[src/rtl/ll_rd_arbiter_if.sv]
// Bus bundle between the link-list read arbiter, its requesters (PktRead
// next-address ports and the drop channel) and the link-list SRAM read port.
// The master modport is the arbiter side; the slave modport is the
// requester/SRAM side.
interface ll_rd_arbiter_if #(
  parameter int ADDR_LENTH = 12
);
  logic [4-1:0]            req;
  logic [4*ADDR_LENTH-1:0] addr;
  logic                    drop_req;
  logic [ADDR_LENTH-1:0]   drop_addr;
  logic                    hold;
  logic [4-1:0]            gnt;
  logic                    drop_gnt;
  logic                    sram_ren;
  logic [ADDR_LENTH-1:0]   sram_raddr;
  logic [ADDR_LENTH-1:0]   sram_rdata;
  logic [ADDR_LENTH-1:0]   ldata;
  logic [4-1:0]            ldata_vld;
  logic [ADDR_LENTH-1:0]   drop_data;
  logic                    drop_data_vld;

  modport master (
    input  req, addr, drop_req, drop_addr, hold, sram_rdata,
    output gnt, drop_gnt, sram_ren, sram_raddr,
           ldata, ldata_vld, drop_data, drop_data_vld
  );

  modport slave (
    output req, addr, drop_req, drop_addr, hold, sram_rdata,
    input  gnt, drop_gnt, sram_ren, sram_raddr,
           ldata, ldata_vld, drop_data, drop_data_vld
  );
endinterface

[src/rtl/ll_rd_arbiter.sv]
// Link-list SRAM read-port arbiter: drop channel first, round-robin among the
// four PktRead next-address ports, 1-cycle tagged data return.
// Optional feature macro: LL_ARB_STARVE_GUARD_EN (bounds consecutive drop
// grants to MAX_DROP_BURST while a port waits).

// Per-port lock: a port is blocked from the grant until its data returned.
module ll_rd_arb_lane (
  input  logic iClk,
  input  logic iRst_n,
  input  logic req,
  input  logic gnt,
  input  logic vld,
  output logic elig
);
  logic lock;

  // set on grant, released after the data-valid cycle
  always_ff @(posedge iClk or negedge iRst_n)
    if (!iRst_n)  lock <= 1'b0;
    else if (gnt) lock <= 1'b1;
    else if (vld) lock <= 1'b0;

  assign elig = req & ~lock;
endmodule

module ll_rd_arbiter #(
  parameter int ADDR_LENTH     = 12,
  parameter int MAX_DROP_BURST = 4
) (
  input logic             iClk,
  input logic             iRst_n,
  ll_rd_arbiter_if.master bus
);
  localparam int NP     = 4;
  localparam int STAGES = 1;

  logic [NP-1:0]         elig, gnt, ldata_vld;
  logic [1:0]            ptr, win, tag_port;
  logic                  found, drop_win, port_win, port_first, tag_drop;
  logic [STAGES:1]       vld_pipe;
  logic [ADDR_LENTH-1:0] ldata, drop_data;
  logic                  drop_data_vld;

  if (MAX_DROP_BURST < 1) begin : g_bad_burst
    $error("MAX_DROP_BURST must be at least 1");
  end

  for (genvar i = 0; i < NP; i++) begin : g_lane
    ll_rd_arb_lane u_lane (
      .iClk  (iClk),
      .iRst_n(iRst_n),
      .req   (bus.req[i]),
      .gnt   (gnt[i]),
      .vld   (ldata_vld[i]),
      .elig  (elig[i])
    );
  end

  // round-robin search over eligible ports starting at the pointer
  always_comb begin
    found = 1'b0;
    win   = ptr;
    for (int k = 0; k < NP; k++) begin
      if (!found && elig[ptr + 2'(k)]) begin
        found = 1'b1;
        win   = ptr + 2'(k);
      end
    end
  end

`ifdef LL_ARB_STARVE_GUARD_EN
  localparam int CW = $clog2(MAX_DROP_BURST + 1);
  logic [CW-1:0] burst;

  assign port_first = found && (burst >= CW'(MAX_DROP_BURST));

  // count drop grants taken while some port was waiting
  always_ff @(posedge iClk or negedge iRst_n)
    if (!iRst_n)                burst <= '0;
    else if (!found || port_win) burst <= '0;
    else if (drop_win)          burst <= burst + CW'(1);
`else
  assign port_first = 1'b0;
`endif

  // single grant per cycle: drop first unless the guard forces a port turn
  always_comb begin
    drop_win = iRst_n && !bus.hold && bus.drop_req && !port_first;
    port_win = iRst_n && !bus.hold && found && !drop_win;
    gnt      = port_win ? (NP'(1) << win) : '0;
  end

  assign bus.gnt        = gnt;
  assign bus.drop_gnt   = drop_win;
  assign bus.sram_ren   = drop_win | port_win;
  assign bus.sram_raddr = drop_win ? bus.drop_addr :
                          port_win ? bus.addr[int'(win)*ADDR_LENTH +: ADDR_LENTH] :
                                     '0;

  // pointer advances past the winner on port grants only
  always_ff @(posedge iClk or negedge iRst_n)
    if (!iRst_n)       ptr <= '0;
    else if (port_win) ptr <= win + 2'd1;

  // tag the issued read so the returning data can be steered
  always_ff @(posedge iClk or negedge iRst_n)
    if (!iRst_n) begin
      vld_pipe <= '0;
      tag_drop <= 1'b0;
      tag_port <= '0;
    end else begin
      vld_pipe[1] <= drop_win | port_win;
      tag_drop    <= drop_win;
      tag_port    <= win;
    end

  // steer read data to the tagged requester; everything else reads zero
  always_comb begin
    ldata         = '0;
    ldata_vld     = '0;
    drop_data     = '0;
    drop_data_vld = 1'b0;
    if (vld_pipe[STAGES]) begin
      if (tag_drop) begin
        drop_data     = bus.sram_rdata;
        drop_data_vld = 1'b1;
      end else begin
        ldata               = bus.sram_rdata;
        ldata_vld[tag_port] = 1'b1;
      end
    end
  end

  assign bus.ldata         = ldata;
  assign bus.ldata_vld     = ldata_vld;
  assign bus.drop_data     = drop_data;
  assign bus.drop_data_vld = drop_data_vld;
endmodule

[src/flat_wrapper.sv]
// flat-port wrapper written by rule: the top's interface ports become plain ports
module ll_rd_arbiter_flat 
#(
  parameter int ADDR_LENTH     = 12,
  parameter int MAX_DROP_BURST = 4
)
  (iClk, iRst_n, bus_req, bus_addr, bus_drop_req, bus_drop_addr, bus_hold, bus_sram_rdata, bus_gnt, bus_drop_gnt, bus_sram_ren, bus_sram_raddr, bus_ldata, bus_ldata_vld, bus_drop_data, bus_drop_data_vld);
  ll_rd_arbiter_if #(.ADDR_LENTH(ADDR_LENTH)) bus_i ();
  input logic iClk;
  input logic iRst_n;
  input wire logic [$bits(bus_i.req)-1:0] bus_req;
  input wire logic [$bits(bus_i.addr)-1:0] bus_addr;
  input wire logic [$bits(bus_i.drop_req)-1:0] bus_drop_req;
  input wire logic [$bits(bus_i.drop_addr)-1:0] bus_drop_addr;
  input wire logic [$bits(bus_i.hold)-1:0] bus_hold;
  input wire logic [$bits(bus_i.sram_rdata)-1:0] bus_sram_rdata;
  output wire logic [$bits(bus_i.gnt)-1:0] bus_gnt;
  output wire logic [$bits(bus_i.drop_gnt)-1:0] bus_drop_gnt;
  output wire logic [$bits(bus_i.sram_ren)-1:0] bus_sram_ren;
  output wire logic [$bits(bus_i.sram_raddr)-1:0] bus_sram_raddr;
  output wire logic [$bits(bus_i.ldata)-1:0] bus_ldata;
  output wire logic [$bits(bus_i.ldata_vld)-1:0] bus_ldata_vld;
  output wire logic [$bits(bus_i.drop_data)-1:0] bus_drop_data;
  output wire logic [$bits(bus_i.drop_data_vld)-1:0] bus_drop_data_vld;
  assign bus_i.req = bus_req;
  assign bus_i.addr = bus_addr;
  assign bus_i.drop_req = bus_drop_req;
  assign bus_i.drop_addr = bus_drop_addr;
  assign bus_i.hold = bus_hold;
  assign bus_i.sram_rdata = bus_sram_rdata;
  assign bus_gnt = bus_i.gnt;
  assign bus_drop_gnt = bus_i.drop_gnt;
  assign bus_sram_ren = bus_i.sram_ren;
  assign bus_sram_raddr = bus_i.sram_raddr;
  assign bus_ldata = bus_i.ldata;
  assign bus_ldata_vld = bus_i.ldata_vld;
  assign bus_drop_data = bus_i.drop_data;
  assign bus_drop_data_vld = bus_i.drop_data_vld;
  ll_rd_arbiter #(.ADDR_LENTH(ADDR_LENTH), .MAX_DROP_BURST(MAX_DROP_BURST)) u_core (.iClk(iClk), .iRst_n(iRst_n), .bus(bus_i));
endmodule
[config.mk]
export PLATFORM = sky130hd
export DESIGN_NAME = ll_rd_arbiter_flat
export DESIGN_NICKNAME = d
export VERILOG_FILES = /design/src/rtl/ll_rd_arbiter_if.sv /design/src/rtl/ll_rd_arbiter.sv /design/src/flat_wrapper.sv
export SDC_FILE = /design/constraint.sdc
export NUM_CORES = 1
export LEC_CHECK = 0
export BUFFER_PORTS_ARGS = -buffer_cell sky130_fd_sc_hd__buf_4
export CAP_MARGIN = 40
export CORE_MARGIN = 5
export CORE_UTILIZATION = 32
export CTS_CLUSTER_DIAMETER = 60
export DETAILED_ROUTE_END_ITERATION = 12
export GPL_TIMING_DRIVEN = 0
export PLACE_DENSITY = 0.77
export RECOVER_POWER = 50
export SLEW_MARGIN = 20
export SYNTH_ARGS = -nofsm -noshare
export SYNTH_HDL_FRONTEND = slang
export SYNTH_HIERARCHICAL = 1
export SYNTH_SLANG_ARGS = --single-unit
export TNS_END_PERCENT = 20
[constraint.sdc]
create_clock -name iClk -period 2 [get_ports iClk]
set_input_delay 0.1 -clock iClk [delete_from_list [all_inputs] [get_ports iClk]]
set_output_delay 0.1 -clock iClk [all_outputs]
set_load 0.02 [all_outputs]
# ---- After elaboration in Yosys (flattened, before gate mapping)
# Cells that the tools add are included.
dict set report totals {
  register_bits 10
  inputBits 80
  output_inout_bits 47
  wordCells 83
}
dict set report op_classes {
  add_sub_neg 4
  n_mul 1
  n_lt_le_gt_ge 6
  n_shift 2
  mux 36
  n_bitwise 9
  reduce_logical 17
}
# op count
set op_table {}
lappend op_table {{$mux 12} 6}
lappend op_table {{$shiftx 48x32->12} 1}
lappend op_table {{$mux 1} 19}
lappend op_table {{$lt 2x3->1 const B} 5}
lappend op_table {{$mux 4} 3}
lappend op_table {{$bmux 1 s2} 4}
lappend op_table {{$logic_and 1x1->1} 8}
lappend op_table {{$reduce_bool 2->1} 4}
lappend op_table {{$mux 2} 3}
lappend op_table {{$logic_not 1->1} 5}
lappend op_table {{$add 2x1->2 const B} 2}
lappend op_table {{$add 2x2->2 const B} 2}
lappend op_table {{$and 1x1->1} 4}
lappend op_table {{$mul 2x2->4 const B} 1}
lappend op_table {{$not 1->1} 4}
lappend op_table {{$shl 1x2->4 const A} 1}
lappend op_table {{$demux 1 s2} 1}
lappend op_table {{$ge 2x1->1 const B} 1}
lappend op_table {{$or 1x1->1} 1}

# ---- Logic depth before layout (Yosys ltp)
dict set report depth {
  word_depth 18
  mapped_depth 10
  depth_no_buf 8
}

# ---- By module
# Netlist, hierarchy kept.
# mod instances cells_each area_per_inst_um2 seq_area_each_um2
set by_module_without_submodules {}
lappend by_module_without_submodules {ll_rd_arbiter 1 131 1059.8 150.1}
lappend by_module_without_submodules {ll_rd_arb_lane 4 4 42.5 25.0}

# ---- Worst setup path before layout
# No wires, ideal clock.
dict set report synth_timing {
  kind {reg-to-reg}
  startpoint {register u_core.g_lane[3].u_lane.lock}
  endpoint {register u_core.g_lane[0].u_lane.lock}
  setup_time_ns 0.118
  t_arrival_ns 1.886
  t_required_ns 1.882
  setup_slack_ns -0.004
  stages_incl_launch_ff 10
  n_path_buf 2
  period_less_slack_ns 2.004
  path_cell_list {dfrtp_1 -> nor2b_1 -> a2bb2oi_1 -> o221a_1 -> buf_6 -> buf_12 -> inv_1 -> ha_1 -> and2_1 -> a21o_1}
}
dict set report synth_via {
  elab_cells_between_ends 29
  classes_between {shift (1); mux (17); bitwise (2); reduce/logical (9)}
}
# item line
set synth_lines {}
lappend synth_lines {{from (decl)} ll_rd_arbiter.sv:15} ;# logic lock;
lappend synth_lines {{from (signal assigned)} ll_rd_arbiter.sv:19} ;# if (!iRst_n) lock <= 1'b0;
lappend synth_lines {{from (signal assigned)} ll_rd_arbiter.sv:20} ;# else if (gnt) lock <= 1'b1;
lappend synth_lines {{from (signal assigned)} ll_rd_arbiter.sv:21} ;# else if (vld) lock <= 1'b0;
lappend synth_lines {{$not 1->1 (*)} ll_rd_arbiter.sv:23} ;# assign elig = req & ~lock;
lappend synth_lines {{$and 1x1->1 (*)} ll_rd_arbiter.sv:23}
lappend synth_lines {{net u_core.elig[3]} ll_rd_arbiter.sv:37} ;# logic [NP-1:0] elig, gnt, ldata_vld;
lappend synth_lines {{$bmux 1 s2} ll_rd_arbiter.sv:64} ;# if (!found && elig[ptr + 2'(k)]) begin
lappend synth_lines {{$mux 1 (implied by the code)} ll_rd_arbiter.sv:64}
lappend synth_lines {{$mux 1} ll_rd_arbiter.sv:64}
lappend synth_lines {{$logic_not 1->1} ll_rd_arbiter.sv:64}
lappend synth_lines {{$logic_and 1x1->1} ll_rd_arbiter.sv:64}
lappend synth_lines {{[4 not listed]} n/a}
lappend synth_lines {{$logic_not 1->1} ll_rd_arbiter.sv:64}
lappend synth_lines {{$logic_and 1x1->1} ll_rd_arbiter.sv:64}
lappend synth_lines {{$mux 2 (*)} ll_rd_arbiter.sv:64}
lappend synth_lines {{net u_core.win[0]} ll_rd_arbiter.sv:38} ;# logic [1:0] ptr, win, tag_port;
lappend synth_lines {{$shl 1x2->4 (*)} ll_rd_arbiter.sv:90} ;# gnt = port_win ? (NP'(1) << win) : '0;
lappend synth_lines {{$mux 4 (*)} ll_rd_arbiter.sv:90}
lappend synth_lines {{net bus_gnt[0]} flat_wrapper.sv:17} ;# output wire logic [$bits(bus_i.gnt)-1:0] bus_gnt;
lappend synth_lines {{$mux 1 / $reduce_bool 2->1 (equally long branches)} n/a}
lappend synth_lines {{to (signal assigned)} ll_rd_arbiter.sv:19}
lappend synth_lines {{to (signal assigned)} ll_rd_arbiter.sv:20}
lappend synth_lines {{to (signal assigned)} ll_rd_arbiter.sv:21}
lappend synth_lines {{to (decl)} ll_rd_arbiter.sv:15}
# The timed path passes the listed nets; every way through them passes the cells marked *. The select of a mux whose other input is x is not followed.
# A chain may end at the register's enable or synchronous reset.

# ---- Worst setup path after layout
dict set report layout_timing {
  startpoint {register u_core.g_lane[2].u_lane.lock}
  endpoint {output port bus_gnt[2]}
}
dict set report layout_via {
  elab_cells_between_ends 27
  classes_between {shift (1); mux (16); bitwise (2); reduce/logical (8)}
}
# item line
set layout_lines {}
lappend layout_lines {{from (decl)} ll_rd_arbiter.sv:15}
lappend layout_lines {{from (signal assigned)} ll_rd_arbiter.sv:19}
lappend layout_lines {{from (signal assigned)} ll_rd_arbiter.sv:20}
lappend layout_lines {{from (signal assigned)} ll_rd_arbiter.sv:21}
lappend layout_lines {{$not 1->1 (*)} ll_rd_arbiter.sv:23}
lappend layout_lines {{$and 1x1->1 (*)} ll_rd_arbiter.sv:23}
lappend layout_lines {{net u_core.elig[2]} ll_rd_arbiter.sv:37}
lappend layout_lines {{$bmux 1 s2} ll_rd_arbiter.sv:64}
lappend layout_lines {{$mux 1 (implied by the code)} ll_rd_arbiter.sv:64}
lappend layout_lines {{$mux 1} ll_rd_arbiter.sv:64}
lappend layout_lines {{$logic_not 1->1} ll_rd_arbiter.sv:64}
lappend layout_lines {{$logic_and 1x1->1} ll_rd_arbiter.sv:64}
lappend layout_lines {{[2 not listed]} n/a}
lappend layout_lines {{$logic_and 1x1->1} ll_rd_arbiter.sv:64}
lappend layout_lines {{$mux 1} ll_rd_arbiter.sv:64}
lappend layout_lines {{$logic_not 1->1} ll_rd_arbiter.sv:64}
lappend layout_lines {{$logic_and 1x1->1} ll_rd_arbiter.sv:64}
lappend layout_lines {{$mux 2 (*)} ll_rd_arbiter.sv:64}
lappend layout_lines {{net u_core.win[0]} ll_rd_arbiter.sv:38}
lappend layout_lines {{$shl 1x2->4 (*)} ll_rd_arbiter.sv:90}
lappend layout_lines {{$mux 4 (*)} ll_rd_arbiter.sv:90}
lappend layout_lines {{to (decl)} flat_wrapper.sv:17}
# Marked as above.

==> results_dict.tcl <==
set metrics [dict create \
    status "finished, violations left" \
    violations "negative setup slack" \
    cellPowerDensity_nw_per_um2 999 \
    required_ns 1.90 \
    grtUsageMet2_pct 35.7 \
    rsz0062_at_grt "true" \
    cp.arrival_ns 2.09 \
    cpPeakStageDelay_ns 0.40 \
    hold_viol 0 \
    use_met1_pct 20.3 \
    synth_cell_types 31 \
    final_common_cell "buf_4" \
    fmax_mhz 457 \
    leakage_nw 1.32 \
    maxCapViolCount 0 \
    ir_drop_v 0.000452 \
    fp.dieH_um 72.0 \
    drt_iter0_drc 26 \
    avgSynthCellArea_um2 8.37 \
    hpwl_mm 4.15 \
    core_um2 3690 \
    period_minus_slack_ns 2.19 \
    rows 22 \
    final_antenna_net_count 0 \
    hold_class "primary input to flop" \
    setup_ws_ns -0.190 \
    die_w_um 72.0 \
    final_cell_mix "118 x buf_4, 22 x mux2i_1, 16 x clkbuf_1" \
    seq_area_frac_synth_pct 20.3 \
    wl_per_cell_um 15.0 \
    synth_nets 231 \
    synth_top_area_cell "dfrtp_1" \
    final_net_count 369 \
    finalCritPeriodShare_pct 110 \
    synth_seq_cells 10 \
    cp_num_buf_inv 4 \
    cts_tree "yes" \
    total_power_mw 2.40 \
    synth_area_leaders "dfrtp_1 20%, mux2i_1 20%, and2_1 8.6%" \
    detail_route.vias_per_cell 4.93 \
    diodes 0 \
    yosysWarnings 6 \
    relSlewSlack_pct 65.0 \
    globalRouteMet3Util_pct 6.79 \
    postSynthCellCount 147 \
    fin_skew_ns 0.00249 \
    max-clock-path-buffers 2 \
    cts_sinks 10 \
    detail_route.wirelength_mm 4.97 \
    clkLatencyLatePin_ns 0.24 \
    utilization_pct 65.2 \
    grt_overflow_total 0 \
    drc 0 \
    dp_slack_ns -0.177 \
    ios 127 \
    path_delay_family "buffers and inverters" \
    seqPwrFrac_pct 15.7 \
    crit_fanout 6 \
    cts_max_level 1 \
    crit_type "flop to output port" \
    dieArea_um2 5180 \
    clkTransAtPathRegs_ns 0.05 \
    grt_pass1_vias 1734 \
    critPathLaunchType "flop" \
    synth_top_area_share_pct 20.3 \
    routabilityCongestion 0.763 \
    final-max-slew-violation-count 0 \
    worst_slew_pin_slew_ns 0.525 \
    crit_chain "nor2b_4 > nor2_1 > a2bb2oi_1 > o221a_1 > buf_6 > buf_12 > inv_1 > ha_1 > and2_1 > buf_4" \
    start_util_pct 33.3 \
    antenna_found_initial 0 \
    syn_to_final_growth_pct 95.6 \
    drt-pass1-iter-count 4 \
    grt.busiest_layer "met2" \
    switching_share_pct 40.7 \
    worst_setup_path_end_kind "output port" \
    grt_pass1_wl_mm 8.02 \
    clkPwrFrac_pct 10.8 \
    root_buffer "clkbuf_8" \
    grt_usage_pct 19.2 \
    slowest_stage "dfrtp_1" \
    cts_buffers 3 \
    p_int_mw 1.43 \
    drive_gt1_share_pct 52.5 \
    power_frac_comb_pct 73.5 \
    num_vias 1638 \
    p_sw_mw 0.978 \
    grt_max_degree 12 \
    io_buffers 126 \
    synth_area_um2 1230 \
    setup_viol 16 \
]
[layer usage]
metal | vias up | share of wire, %
met5 | - | 0
met4 | 0 | 0.52
met3 | 2 | 14
met2 | 103 | 50
met1 | 735 | 35
li1 | 798 | -
[flip-flops by register name, indices dropped and copies added, names as in the netlist]
signal                     cells
u_core/tag_drop                1
u_core/vld_pipe                1
u_core/ptr                     2
u_core/g_lane.u_lane/lock      4
u_core/tag_port                2
[cell families (layout without fill, tap and decap cells)]
| logic type | after synthesis | after routing | share of synthesized area (%) |
|---|---|---|---|
| AOI/OAI and AO/OA | 25 | 25 | 15.8 |
| muxes | 25 | 25 | 20.4 |
| buffers and inverters | 18 | 155 | 9.36 |
| and+or+nand+nor | 65 | 65 | 30.0 |
| DFF | 10 | 10 | 20.3 |
| adders and majority gates | 4 | 4 | 4.07 |
[cells in the mapped netlist, drive strengths merged]
master   instances
mux2i           24
and2            17
nand2           16
and3            13
o221ai          12
dfrtp           10
inv              8
nor2b            7
a21o             5
buf              5
clkbuf           5
nor2             5
ha               4
a21oi            3
o21ai            3
and3b            2
a2bb2oi          1
mux2             1
nand3b           1
nor3b            1
o221a            1
or2              1
or2b             1
or4              1
[power by group through the flow]
stage / Clock (mW) / Combinational (mW) / Sequential (mW)
2_1_floorplan: 0 / 1.06 / 0.343
3_3_place_gp: 0 / 1.47 / 0.355
3_5_place_dp: 0 / 1.49 / 0.362
4_1_cts: 0.268 / 1.75 / 0.374
5_1_grt: 0.275 / 1.90 / 0.389
6_report: 0.260 / 1.77 / 0.377
[timing repair]
item                                    CTS  global route
endpoints found under the setup margin   21            21
gates resized for setup                  19             4
pin swaps                                 7             4
buffers inserted                          4             1
hold buffers                              1             0
hold endpoints to repair                 10             0
gates cloned                              1             0
[metrics by stage]
step           hold WS [ns]  cells  cell area [µm²]  setup TNS (ns)
4_1_cts               0.185    331             2430           -2.47
3_3_place_gp        -0.0586    321             2240           -1.43
6_report              0.171    332             2410           -2.29
5_1_grt               0.177    332             2410           -4.00
2_1_floorplan        -0.196    147             1230        -0.00298
3_5_place_dp        -0.0559    321             2240           -1.91
[worst min-delay path, cell delays in order]
cell     delay (ns)
buf_4          0.10
nor2_4         0.05
a21oi_1        0.12
[cell type report]
| type | instances | area (µm²) |
|---|---|---|
| multi-input combinational | 119 | 931 |
| inverter | 8 | 30.0 |
| sequential | 10 | 250 |
| buffer | 10 | 92.6 |
| tap | 48 | 60.1 |
| clock buffer | 4 | 55.1 |
| timing repair buffer | 133 | 987 |
| fill | 349 | 1280 |
[path summary, 6_finish.rpt]
path,startpoint,end,slack [ns],cells past startpoint
worst min-delay path,bus_drop_req,u_core/ptr[0]$_DFFE_PN0P_,0.17,3
worst max-delay path,u_core/g_lane[2].u_lane/lock$_DFFE_PN0P_,bus_gnt[2],-0.19,10
worst max register to register,u_core/g_lane[2].u_lane/lock$_DFFE_PN0P_,u_core/ptr[1]$_DFFE_PN0P_,0.03,8
worst min register to register,u_core/g_lane[1].u_lane/lock$_DFFE_PN0P_,u_core/g_lane[1].u_lane/lock$_DFFE_PN0P_,0.52,1
max in group asynchronous,iRst_n,u_core/vld_pipe$_DFF_PN0_,1.23,2
min in group asynchronous,iRst_n,u_core/g_lane[1].u_lane/lock$_DFFE_PN0P_,0.45,2
No activity file was read; power rests on OpenSTA's default activity.
